$ cat src/rtl/vram_burst_fetch.sv
// VDP-side burst fetcher: streams 1..BUF_DEPTH VRAM bytes through the
// memory controller's pipelined read port into a line buffer.
//
// Ports:
//   clock, reset_n           : clock, async active-low reset
//   start, start_addr, length: burst request (sampled in IDLE only)
//   busy, done               : burst in flight / one-cycle completion pulse
//   rd_index, rd_data        : line buffer read port, 1-cycle latency
//   vdp_addr, vdp_read_rq,
//   vdp_pipeline_reads       : request side of the controller read port
//   vdp_read_ack, vdp_data   : response side of the controller read port
module vram_burst_fetch #(
  parameter int BUF_DEPTH = 32,
  parameter int IDX_W     = 5,
  parameter int LEN_W     = 6
) (
  input  logic             clock,
  input  logic             reset_n,
  input  logic             start,
  input  logic [13:0]      start_addr,
  input  logic [LEN_W-1:0] length,
  output logic             busy,
  output logic             done,
  input  logic [IDX_W-1:0] rd_index,
  output logic [7:0]       rd_data,
  output logic [13:0]      vdp_addr,
  output logic             vdp_read_rq,
  output logic             vdp_pipeline_reads,
  input  logic             vdp_read_ack,
  input  logic [7:0]       vdp_data
);

  typedef enum logic [2:0] {
    S_IDLE,
    S_REQ,
    S_WAIT,
    S_SKIP,
    S_STREAM,
    S_FIN
  } state_t;

  state_t st;

  logic [13:0]      addr_q;
  logic [13:0]      addr_r;
  logic [LEN_W-1:0] len_q;
  logic [LEN_W-1:0] len_c;
  logic [LEN_W-1:0] last_idx;
  logic [LEN_W-1:0] nidx;
  logic [LEN_W-1:0] wr_idx;
  logic [LEN_W-1:0] wnext;
  logic             issue;
  logic             ack_go;
  logic             we;
  logic [IDX_W-1:0] waddr;

  logic [7:0] mem [BUF_DEPTH];

  assign len_c    = (length > LEN_W'(BUF_DEPTH))
                  ? LEN_W'(BUF_DEPTH) : length;
  assign last_idx = len_q - LEN_W'(1);
  assign wnext    = wr_idx + LEN_W'(1);
  // nidx is the next burst index whose address still has to go out
  assign issue    = (nidx <= last_idx);

  // Index 1 must be on the bus in the ack cycle itself so that its
  // data lands two cycles later, right after the duplicate byte.
  assign ack_go   = (st == S_WAIT) && vdp_read_ack &&
                    (len_q != LEN_W'(1));
  assign vdp_addr = ack_go ? (addr_q + 14'd1) : addr_r;

  assign we    = ((st == S_WAIT) && vdp_read_ack) ||
                 (st == S_STREAM);
  assign waddr = (st == S_STREAM) ? wnext[IDX_W-1:0] : '0;

  always_ff @(posedge clock or negedge reset_n) begin
    if (!reset_n) begin
      st                 <= S_IDLE;
      busy               <= 1'b0;
      done               <= 1'b0;
      vdp_read_rq        <= 1'b0;
      vdp_pipeline_reads <= 1'b0;
      addr_q             <= '0;
      addr_r             <= '0;
      len_q              <= '0;
      nidx               <= '0;
      wr_idx             <= '0;
    end else begin
      done        <= 1'b0;
      vdp_read_rq <= 1'b0;
      unique case (st)
        S_IDLE: begin
          if (start) begin
            if (length == '0) begin
              done <= 1'b1;
            end else begin
              addr_q             <= start_addr;
              addr_r             <= start_addr;
              len_q              <= len_c;
              wr_idx             <= '0;
              nidx               <= LEN_W'(1);
              busy               <= 1'b1;
              vdp_read_rq        <= 1'b1;
              vdp_pipeline_reads <= (len_c >= LEN_W'(2));
              st                 <= S_REQ;
            end
          end
        end
        S_REQ: begin
          st <= S_WAIT;
        end
        S_WAIT: begin
          if (vdp_read_ack) begin
            if (len_q == LEN_W'(1)) begin
              done               <= 1'b1;
              busy               <= 1'b0;
              vdp_pipeline_reads <= 1'b0;
              st                 <= S_FIN;
            end else begin
              // index 1 went out combinationally this cycle
              if (last_idx >= LEN_W'(2)) begin
                addr_r <= addr_q + 14'd2;
                nidx   <= LEN_W'(3);
              end else begin
                addr_r             <= addr_q + 14'd1;
                vdp_pipeline_reads <= 1'b0;
              end
              st <= S_SKIP;
            end
          end
        end
        S_SKIP: begin
          if (issue) begin
            addr_r <= addr_q + 14'(nidx);
            nidx   <= nidx + LEN_W'(1);
          end else begin
            vdp_pipeline_reads <= 1'b0;
          end
          st <= S_STREAM;
        end
        S_STREAM: begin
          if (issue) begin
            addr_r <= addr_q + 14'(nidx);
            nidx   <= nidx + LEN_W'(1);
          end else begin
            vdp_pipeline_reads <= 1'b0;
          end
          wr_idx <= wnext;
          if (wnext == last_idx) begin
            done               <= 1'b1;
            busy               <= 1'b0;
            vdp_pipeline_reads <= 1'b0;
            st                 <= S_FIN;
          end
        end
        S_FIN: begin
          st <= S_IDLE;
        end
        default: begin
          st <= S_IDLE;
        end
      endcase
    end
  end

  always_ff @(posedge clock) begin
    if (we) begin
      mem[waddr] <= vdp_data;
    end
  end

  always_ff @(posedge clock or negedge reset_n) begin
    if (!reset_n) begin
      rd_data <= '0;
    end else begin
      rd_data <= mem[rd_index];
    end
  end

endmodule

$ cat config.mk
export PLATFORM = sky130hd
export DESIGN_NAME = vram_burst_fetch
export DESIGN_NICKNAME = d
export VERILOG_FILES = /design/src/rtl/vram_burst_fetch.sv
export SDC_FILE = /design/constraint.sdc
export NUM_CORES = 1
export LEC_CHECK = 0
export CAP_MARGIN = 20
export CORE_MARGIN = 2
export CORE_UTILIZATION = 50
export CTS_BUF_LIST = sky130_fd_sc_hd__clkbuf_4
export CTS_CLUSTER_DIAMETER = 200
export DETAILED_ROUTE_END_ITERATION = 12
export HOLD_SLACK_MARGIN = 0.06
export PLACE_DENSITY = 0.68
export SYNTH_ARGS = -nofsm -noshare
export SYNTH_HDL_FRONTEND = slang
export SYNTH_SLANG_ARGS = --single-unit
export TNS_END_PERCENT = 20
$ cat constraint.sdc
create_clock -name clock -period 4.4 [get_ports clock]
set_clock_uncertainty 0.15 [all_clocks]
set_input_delay 0.88 -clock clock [delete_from_list [all_inputs] [get_ports clock]]
set_output_delay 0.88 -clock clock [all_outputs]
set_load 0.1 [all_outputs]
Yosys cells after proc, flatten, opt, wreduce, memory -nomap -nowiden
Memory sizes are Yosys's and may differ from the RTL's. A register that Yosys moved wholly into a read port is not among the register bits.
Index checks and enable logic that the tools add are counted.

storage, ports and cells
  bits in registers = 53
  memories kept = 1
  word-level logic and storage cells = 107
  output and inout port bits = 26
  input bits = 37
  RAM bits = 256

memory list
  name  depth  bits a word  read ports  clocked after Yosys merged registers in  write ports  RTL line  text
  mem   32     8            1           1                                        1            57        logic [7:0] mem [BUF_DEPTH];

cells by class
  reductions and logical operators = 18
  equality and inequality tests = 16
  bitwise logic cells = 1
  add/subtract/negate cells = 6
  multiplexer cells = 51
  magnitude comparators = 4

operators with widths
  operator                                                                  number
  14-bit two-way mux                                                        7
  6-bit two-way mux                                                         9
  14-bit one-hot mux with 3 select lines                                    1
  1-bit two-way mux                                                         22
  6-bit one-hot mux with 3 select lines                                     1
  3-bit two-way mux                                                         5
  3-bit one-hot mux with 5 select lines                                     1
  14-bit by 1-bit adder with 14-bit output (second input constant)          1
  14-bit by 2-bit adder with 14-bit output (second input constant)          1
  14-bit by 6-bit adder with 14-bit output                                  1
  6-bit by 1-bit adder with 6-bit output (second input constant)            2
  6-bit by 2-bit >= comparator with 1-bit output (second input constant)    2
  6-bit one-hot mux with 2 select lines                                     1
  6-bit AND reduction                                                       2
  2-bit by 1-bit inequality test with 1-bit output (second input constant)  4
  2-bit inequality test (second input constant)                             4
  7-bit AND reduction                                                       1
  3-bit by 2-bit equality test with 1-bit output (second input constant)    2
  6-bit by 1-bit equality test with 1-bit output (second input constant)    1
  6-bit equality test                                                       1
  6-bit > comparator (second input constant)                                1
  6-bit <= comparator                                                       1
  6-bit logical NOT                                                         1
  6-bit by 1-bit inequality test with 1-bit output (second input constant)  1
  other kinds (19)                                                          23

Longest topological paths before layout
Gate-level depths: netlist (run 1).

  depth in word-level cells = 6
  depth in mapped cells = 12

Worst setup path before layout (run 1)
OpenSTA, ideal clock, no wires.

  path kind = register to output
  from = register len_q[1]
  to = output port vdp_addr[0]
  arrival time = 3665 ps
  path buffers = 1
  path slack = -295 ps
  cell stages (with the launch flop) = 8
  cell sequence = dfrtp_1 inv_1 ha_1 nor2b_1 and2_1 nand3b_1 clkbuf_1 o21ai_0

between the ends
  cells in the longest elaborated chain, start to end = 3

RTL lines
  element                                           RTL line  text
  start, declared                                   46        logic [LEN_W-1:0] len_q;
  start signal, assigned                            99        len_q <= len_c;
  6-bit by 1-bit inequality test with 1-bit output  69        (len_q != LEN_W'(1));
  1-bit logical AND                                 68        assign ack_go = (st == S_WAIT) && vdp_read_ack &&
  14-bit two-way mux                                70        assign vdp_addr = ack_go ? (addr_q + 14'd1) : addr_r;
  end, declared                                     26        output logic [13:0] vdp_addr,

Every way passes these cells.

Final worst setup path (run 1)
  from = register len_q[1]
  to = output port vdp_addr[11]

Same word-level chain as after synthesis.

==> results of run 1 <==
-- registers in the layout (all words and copies together), names as in the netlist --
register,flops
wr_idx,6
nidx,6
mem,256
done,1
vdp_read_rq,1
addr_q,14
addr_r,14
len_q,6
busy,1
rd_data,8
st,3
vdp_pipeline_reads,1
-- power by group through the flow --
stage | clock network [uW] | registers [uW] | logic (uW)
6_report | 2400 | 3820 | 3590
5_1_grt | 2620 | 3860 | 3870
4_1_cts | 2470 | 3820 | 3570
3_5_place_dp | 0 | 3880 | 3560
3_3_place_gp | 0 | 3880 | 3500
2_1_floorplan | 0 | 3860 | 2550
-- cell families after synthesis --
kind of cell | synth area share, %
flops | 65.48
buf+inv | 1.832
simple gates | 7.860
compound gates | 5.602
xor+xnor | 2.614
fa+ha+maj | 1.565
mux | 15.05
-- through the flow --
| step | power (uW) | hold WS (ns) |
|---|---|---|
| finish | 9814 | 0.1197 |
| CTS | 9857 | 0.07646 |
| global route | 10350 | 0.1293 |
| detailed placement | 7443 | 0.3468 |
| floorplan | 6401 | 0.3204 |
| global placement | 7381 | 0.3407 |
-- per-layer routing --
layer	up-vias	GRT usage [%]	wire [um]
met1	4145	29.40	13110
met2	281	33.16	14400
li1	3815	-	-
met4	0	7.746	779
met5	-	0	0
met3	59	3.543	1587
-- final timing paths --
kind / startpoint / endpoint / slack [ns]
setup / recovery: len_q[1] / vdp_addr[11] / 0.31
max in group asynchronous: reset_n / wr_idx[5] / 3.04
hold / removal: reset_n / addr_r[1] / 0.12
min in group clock: addr_r[1] / addr_r[1] / 0.35
hold reg to reg: addr_r[1] / addr_r[1] / 0.35
setup reg to reg: len_q[0] / nidx[4] / 0.90
-- critical path: stages (launching register included) --
cell and delay (ns):
dfrtp_1 0.49, inv_1 0.12, ha_1 0.19, nor2b_1 0.13, and2_1 0.27, nand3b_1 0.47
buf_4 0.30, nand2_1 0.06, o21ai_0 0.16, buf_12 0.23
-- area by class of cell --
type / instances / area (um^2)
Inverter: 19 / 71.32
Clock inverter: 25 / 146.4
Tap cell: 378 / 473.0
Fill cell: 2166 / 11360
Sequential cell: 317 / 9214
Clock buffer: 114 / 855.8
Timing Repair Buffer: 83 / 1051
Multi-Input combinational cell: 524 / 4608
Antenna cell: 1 / 2.502
-- layout by cell type (no fill, tap or decap), types with 17 or more instances in the layout --
master / count
nor2_1: 58
o21ai_0: 46
dfrtp_1: 61
nand3_1: 18
mux4_2: 80
edfxtp_1: 256
inv_1: 18
a21oi_1: 17
clkbuf_4: 114
nand2_1: 99
clkinv_1: 17
xnor2_1: 25
xor2_1: 17
buf_12: 17
clkdlybuf4s50_1: 45
==> flow_summary.toml, run 1 <==
[outcome]
outcome = "completed"

[clock_tree]
clk_pin_slew_ns = 0.06
cts-htree-levels = 3
clockRootBuffer = "clkbuf_4"
cts_tree = "yes"
hold_buffers = 0
clock_latency_ns = 0.67
clockBufferDepth = 3
post-cts-setup-buffer-count = 0
cts_made_buffers = 78
cts_resized = 0
clock_sinks = 317

[routing]
drc = 0
antenna_left = 0
drt_iter0_drc = 710
vias_per_cell = 5.681
wl_um = 29870
post_drt_wl_per_cell_um = 20.45
detailedRoute.firstPassIterationCount = 6
dr_total_vias = 8300

[yosys]
syn_area_um2 = 14070
synth-async-reset-ratio_pct = 19.24
yosysWarnings = 0
synth_nets = 960
synthTopCellsByCount = "edfxtp_1, nand2_1, mux4_2, dfrtp_1, nor2_1"
ys_seq_elements = 317
synth_most_common_cell = "edfxtp_1"
synth_top_area_share_pct = 54.63
post_synth.cell_area_avg_um2 = 15.53
syn-instance-count = 906
synth_top_cells_by_area = "edfxtp_1, mux4_2, dfrtp_1, nand2_1, o21ai_0"
synth_edf_count = 256
yosysTopAreaCell = "edfxtp_1"
ys.flop_type = "edfxtp_1"
synthDistinctLibCells = 61
synth-seq-area-share_pct = 65.48

[placement]
hpwl_um = 19900
postPlaceCellArea_um2 = 15240
place_inst = 1312
pre_cts_ws_ns = 0.4650
io_buffers = 62
gp_congestion = 0.8344

[cells_and_area]
final_area_um2 = 16420
utilization_pct = 59.11
nets = 1077
drive_gt1_share_pct = 25.23
syn_to_final_growth_pct = 16.70
fin_cells = 1461

[sta]
timing.fmax_mhz = 244.3
fin_setup_tns_ns = 0
setup_ws_ns = 0.3074
worst_pin_slew_ns = 0.9903
drv_slew = 0
post-route-period-util_pct = 93.01
hold_viol_final = 0
setup_viol = 0
post-route-min-period_ns = 4.093
rsz0062_at_grt = "false"
slew_headroom_pct = 33.78

[power]
pwr-share-seq_pct = 38.9
p_leak_uw = 0.005755
sw_frac_of_total_pct = 37.41
powerDensity_nw_per_um2 = 597.6
intPower_uw = 6142
power_frac_comb_pct = 36.6
clockPowerShare_pct = 24.5
ir_drop_mv = 0.6131
power.switching_uw = 3671

[floorplanning]
initial_core_util_pct = 50.65
die_h_um = 171.8
ios = 63
row_count = 61
core_area_um2 = 27780
die_w_um = 171.8
dieArea_um2 = 29500

[global_routing]
grt_max_degree = 34
antenna_found_initial = 1
grt-ovfl-total = 0
track_usage_pct = 20.91
grt_pass1_wl_um = 46390
grt_pass1_vias = 8246

[setup_path]
reg2reg_depth = 10
crit_fanout = 12
cp_data_required_time_ns = 3.37
crit_type = "reg2out"
startpoint_type = "flop"
crit_arrival_ns = 3.06
end_kind = "primary output"

[min_path]
min_path_type = "in2async"

[flow_run]
maxCapViolCount = 0
No activity file was read; power rests on OpenSTA's default activity.
==> inputs of run 2 (changes only) <==
Settings changed: CTS_CLUSTER_SIZE set to 12, HOLD_SLACK_MARGIN 0.06 to 0.15.
==> run 2 against run 1 <==
Net effect:
- sequential power hardly changed
- clock-buffer cell count is 60 lower
- critical path depth is 1 lower
- cell area is 3.3% lower
- cell count is 5.5% lower
- hold slack better by 0.24 ns
- fmax is 0.42% lower
- via count is 4.5% lower
- clock power is 37% lower
- critical path type unchanged
- die area stayed put
- combinational power hardly changed
- routed wire length is 2.3% lower
==> flow_summary.toml, run 2 (synthesis gave the netlist of run 1 again) <==
[setup_path]
crit_fanout = 7
crit_type = "reg2out"
r2r_start = "len_q[0]"
startpoint_type = "flop"
end_kind = "primary output"
crit_arrival_ns = 3.08
setup.worst_path.start = "addr_q[2]"
cp_data_required_time_ns = 3.37

[cells_and_area]
utilization_pct = 57.17
syn_to_final_growth_pct = 12.86
drive_gt1_share_pct = 20.68
largestRegisters = "mem: 256 flops, addr_q: 14 flops, addr_r: 14 flops"
fin_cells = 1380
layout_commonest_cell = "edfxtp_1"
final_cell_mix = "edfxtp_1, nand2_1, mux4_2"
nets = 1031
largest_register = "mem"
largest_reg_flops = 256

[power]
p_leak_uw = 0.005442
powerDensity_nw_per_um2 = 561.4
ir_drop_mv = 0.6046
p_total_uw = 8917

[floorplanning]
ios = 63
initial_core_util_pct = 50.65
die_w_um = 171.8
die_h_um = 171.8
core_area_um2 = 27780
row_count = 61
dieArea_um2 = 29500

[routing]
drt_iter0_drc = 703
wl_um = 29190
dr_total_vias = 7926
post_drt_wl_per_cell_um = 21.15
vias_per_cell = 5.743
detailedRoute.firstPassIterationCount = 5
antenna_left = 0
drc = 0

[sta]
hold_viol_final = 0
drv_slew = 0
post-route-period-util_pct = 93.41
rsz0062_at_grt = "false"
slew_headroom_pct = 33.78
fin_setup_tns_ns = 0
setup_viol = 0
post-route-min-period_ns = 4.110
worst_pin_slew_ns = 0.9903
timing.fmax_mhz = 243.3
whs_ns = 0.3624

[global_routing]
gr-max-usage-layer = "met2"
grtUsageMet2_pct = 33.39
antenna_found_initial = 1
track_usage_pct = 20.41
grt_pass1_vias = 7787
grtUsageMet3_pct = 2.370
met1_usage_pct = 29.78
grt_max_degree = 34
grt_pass1_wl_um = 45520
grt-ovfl-total = 0

[clock_tree]
clockBufferDepth = 3
clockRootBuffer = "clkbuf_4"
cts-htree-levels = 1
cts_tree = "yes"
clock_latency_ns = 0.74
clock_sinks = 317
cts_made_buffers = 30
cts_resized = 0
clk_pin_slew_ns = 0.14

[placement]
hpwl_um = 19900
gp_congestion = 0.8344
place_inst = 1312
io_buffers = 62

[flow_run]
maxCapViolCount = 0

[min_path]
min_path_type = "reg2reg"
min-delay-start = "addr_r[1]"

[outcome]
outcome = "completed"
run 2: cell types whose count changed in the layout (fill, tap and decap cells not counted), sizes merged:
cell,delta
buf,+1
clkbuf,-60
clkinv,-21
clkinvlp,-2
dlygate4sd3,+1
run 2: stage by stage:
stage / cell area, um^2 / worst slack [ns]
floorplan: 14070 / -0.2906
global placement: 15240 / 0.5668
detailed placement: 15240 / 0.4650
CTS: 15700 / 0.1225
global route: 15880 / 0.003237
finish: 15880 / 0.2902
run 2: routing by layer:
metal / share of wire [%] / wire length (um)
met2: 49 / 14190
met4: 1.9 / 551
met5: 0 / 0
met3: 5.1 / 1485
met1: 44 / 12970
run 2: path summary, 6_finish.rpt:
path,end,slack (ns),cells past startpoint
setup / recovery,vdp_addr[11],0.29,8
setup reg to reg,addr_r[4],0.86,10
min in group asynchronous,addr_q[5],0.58,2
max in group asynchronous,addr_r[2],2.59,3
hold / removal,addr_r[1],0.36,1
hold reg to reg,addr_r[1],0.36,1
run 2: area by class of cell:
type                            count  area (um^2)
Multi-Input combinational cell    524         4608
Sequential cell                   317         9214
Tap cell                          378        473.0
Clock inverter                      2        38.79
Fill cell                        2206        11900
Inverter                           19        71.32
Timing Repair Buffer               85         1069
Antenna cell                        1        2.502
Clock buffer                       54        405.4
run 2: repair_timing:
item                       in CTS  in global routing
hold buffers                    1                  0
cloned                          1                  0
buffers inserted                0                  1
setup endpoints to repair      12                  7
hold endpoints to repair       32                  0
run 2: report_power, final:
part	switching, uW	internal (uW)
sequential	332	3480
combinational	2200	1400
clock	900	607
total	3430	5490
run 2: worst max-delay path, cell delays in order, from the launching register on:
cell and delay, ns:
dfrtp_1 0.50, ha_1 0.23, and3_1 0.27, nand3_1 0.17, or2_2 0.37, nor2_1 0.14
xnor2_1 0.08, o21ai_0 0.35, buf_12 0.23
==> RTL change (config.mk and constraints of run 2) <==
Encoding of `state_t`: now one-hot (6 bits for 6 states).
--- a/src/rtl/vram_burst_fetch.sv
+++ b/src/rtl/vram_burst_fetch.sv
@@ -30,13 +30,13 @@
   input  logic [7:0]       vdp_data
 );
 
-  typedef enum logic [2:0] {
-    S_IDLE,
-    S_REQ,
-    S_WAIT,
-    S_SKIP,
-    S_STREAM,
-    S_FIN
+  typedef enum logic [5:0] {
+    S_IDLE   = 6'b000001,
+    S_REQ    = 6'b000010,
+    S_WAIT   = 6'b000100,
+    S_SKIP   = 6'b001000,
+    S_STREAM = 6'b010000,
+    S_FIN    = 6'b100000
   } state_t;
 
   state_t st;
Function: no difference found for any inputs over 4 cycles, from zero or initial values and one cycle with reset_n low; so few cycles prove little.
==> RTL change against run 2 <==
  * Highest routed layer unchanged
  * Critical path type unchanged
  * Non-clock buffer count up 1
  * Global-route usage up 0.61 points
  * Combinational power is 24% lower
  * Wire length rose by 2.0%
  * Sequential cell count is 3 higher
  * Worst hold slack worse by 28 ps
  * Register-to-register slack better by 200 ps
  * Sequential share of layout area is 0.69 points higher
  * Worst setup slack improved by 3.8 ps
  * Power fell by 10%
  * Area after synthesis shrank 0.75%
  * Sequential power fell by 1%
  * Final area shrank 0.36%
  * Synthesized cell count fell by 0.44%
==> RTL change: results (changes against run 2) <==
* Ys async rst share at 0.2000 (+0.007571)
* Post-synthesis sequential area ratio at 0.6651 (+0.01039)
* Largest net degree at the start of global routing at 43 (+26%)
* Setup slack, reg-to-reg at 1060 ps (+200 ps)
* Post-route design area at 15820 um^2 (-0.36%)
* Worst vdd ir at 0.5850 mV (-3.2%)
* Routed vias/inst at 5.814 (+1.2%)
* FF+latch count, synth at 320 (+0.95%)
* Outcome: finished, final reports clean
* Clock-cell share at 0.02799 (about the same)
* XOR/XNOR Fraction of Synth Area at 0.02446 (-0.001685)
* Leak pwr at 5.438 nW (about the same)
* Synth Area in Adders at 0.01577 (+0.0001178)
* Routing usage on met2 at 0.3427 (+0.008885)
* DP Wirelength at 19590 um (-1.6%)
* Gp weighted congestion at 0.8125 (-2.6%)
* Pwr/cell area at 506.6 nW/um^2 (-9.8%)
* Iteration-0 DRC Markers at 711 (+1.1%)
* Sequential cell area share at 0.5871 (+0.006935)
* Area after DPL at 15210 um^2 (-0.19%)
* Met1 GRT Util at 0.3038 (+0.005918)
* Register-to-Register Path Depth at 11 (+1)
* Post-synthesis compound-gate area fraction at 0.05572 (-0.0002951)
* Share of cells above drive strength 1 at 0.1970 (-0.009808)
* First-pass GRT wire length at 46600 um (+2.4%)
* Fill cell count at 2157 (-2.2%)
* Logic pwr share at 0.339 (-0.064)
* Via count at 7989 (+0.79%)
* Non-CTS buffers at 86 (+1.2%)
* Final worst path period share at 0.9332 (about the same)
* Setup crit start: len_q[4]
* Multiplexer share of the synthesized area at 0.1369 (-0.01365)
* DP Worst Slack at 872.4 ps (+407.3 ps)
* Area contributors post-synth: edfxtp_1, mux4_2, dfrtp_1
* Fraction of area in non-clock buffers at 0.07093 (+0.003645)
* Avg WL per Cell at 21.67 um (+2.4%)
* Cells after Synth at 902 (-0.44%)
* Gr usage total at 0.2103 (+0.006113)
## RTL change: worst max-delay path: stages (launching register included)
cell and delay [ps]:
dfrtp_1 440, or3_1 460, or3b_2 550, nand3_1 150, buf_4 270, nand2_1 80
o21ai_0 160, buf_12 230
## RTL change: routing by layer
layer | wire length (um) | up-vias
li1 | - | 3644
met1 | 13000 | 4048
met2 | 14310 | 260
met3 | 2034 | 37
met4 | 436 | 0
met5 | 0 | -
## RTL change: cell families after synthesis
family,count (synthesis)
xor gates and xnor gates,39
AOI/OAI and AO/OA,113
muxes,90
and+or+nand+nor,263
DFF,320
buffers and inverters,60
adders and majority gates,17
## RTL change: worst max path at each step
stage / cells past startpoint / end
after floorplan: 6 / vdp_addr[10]
after global placement: 9 / nidx[0]
after detailed placement: 9 / nidx[0]
after CTS: 7 / vdp_addr[11]
after global routing: 7 / vdp_addr[11]
final: 7 / vdp_addr[11]
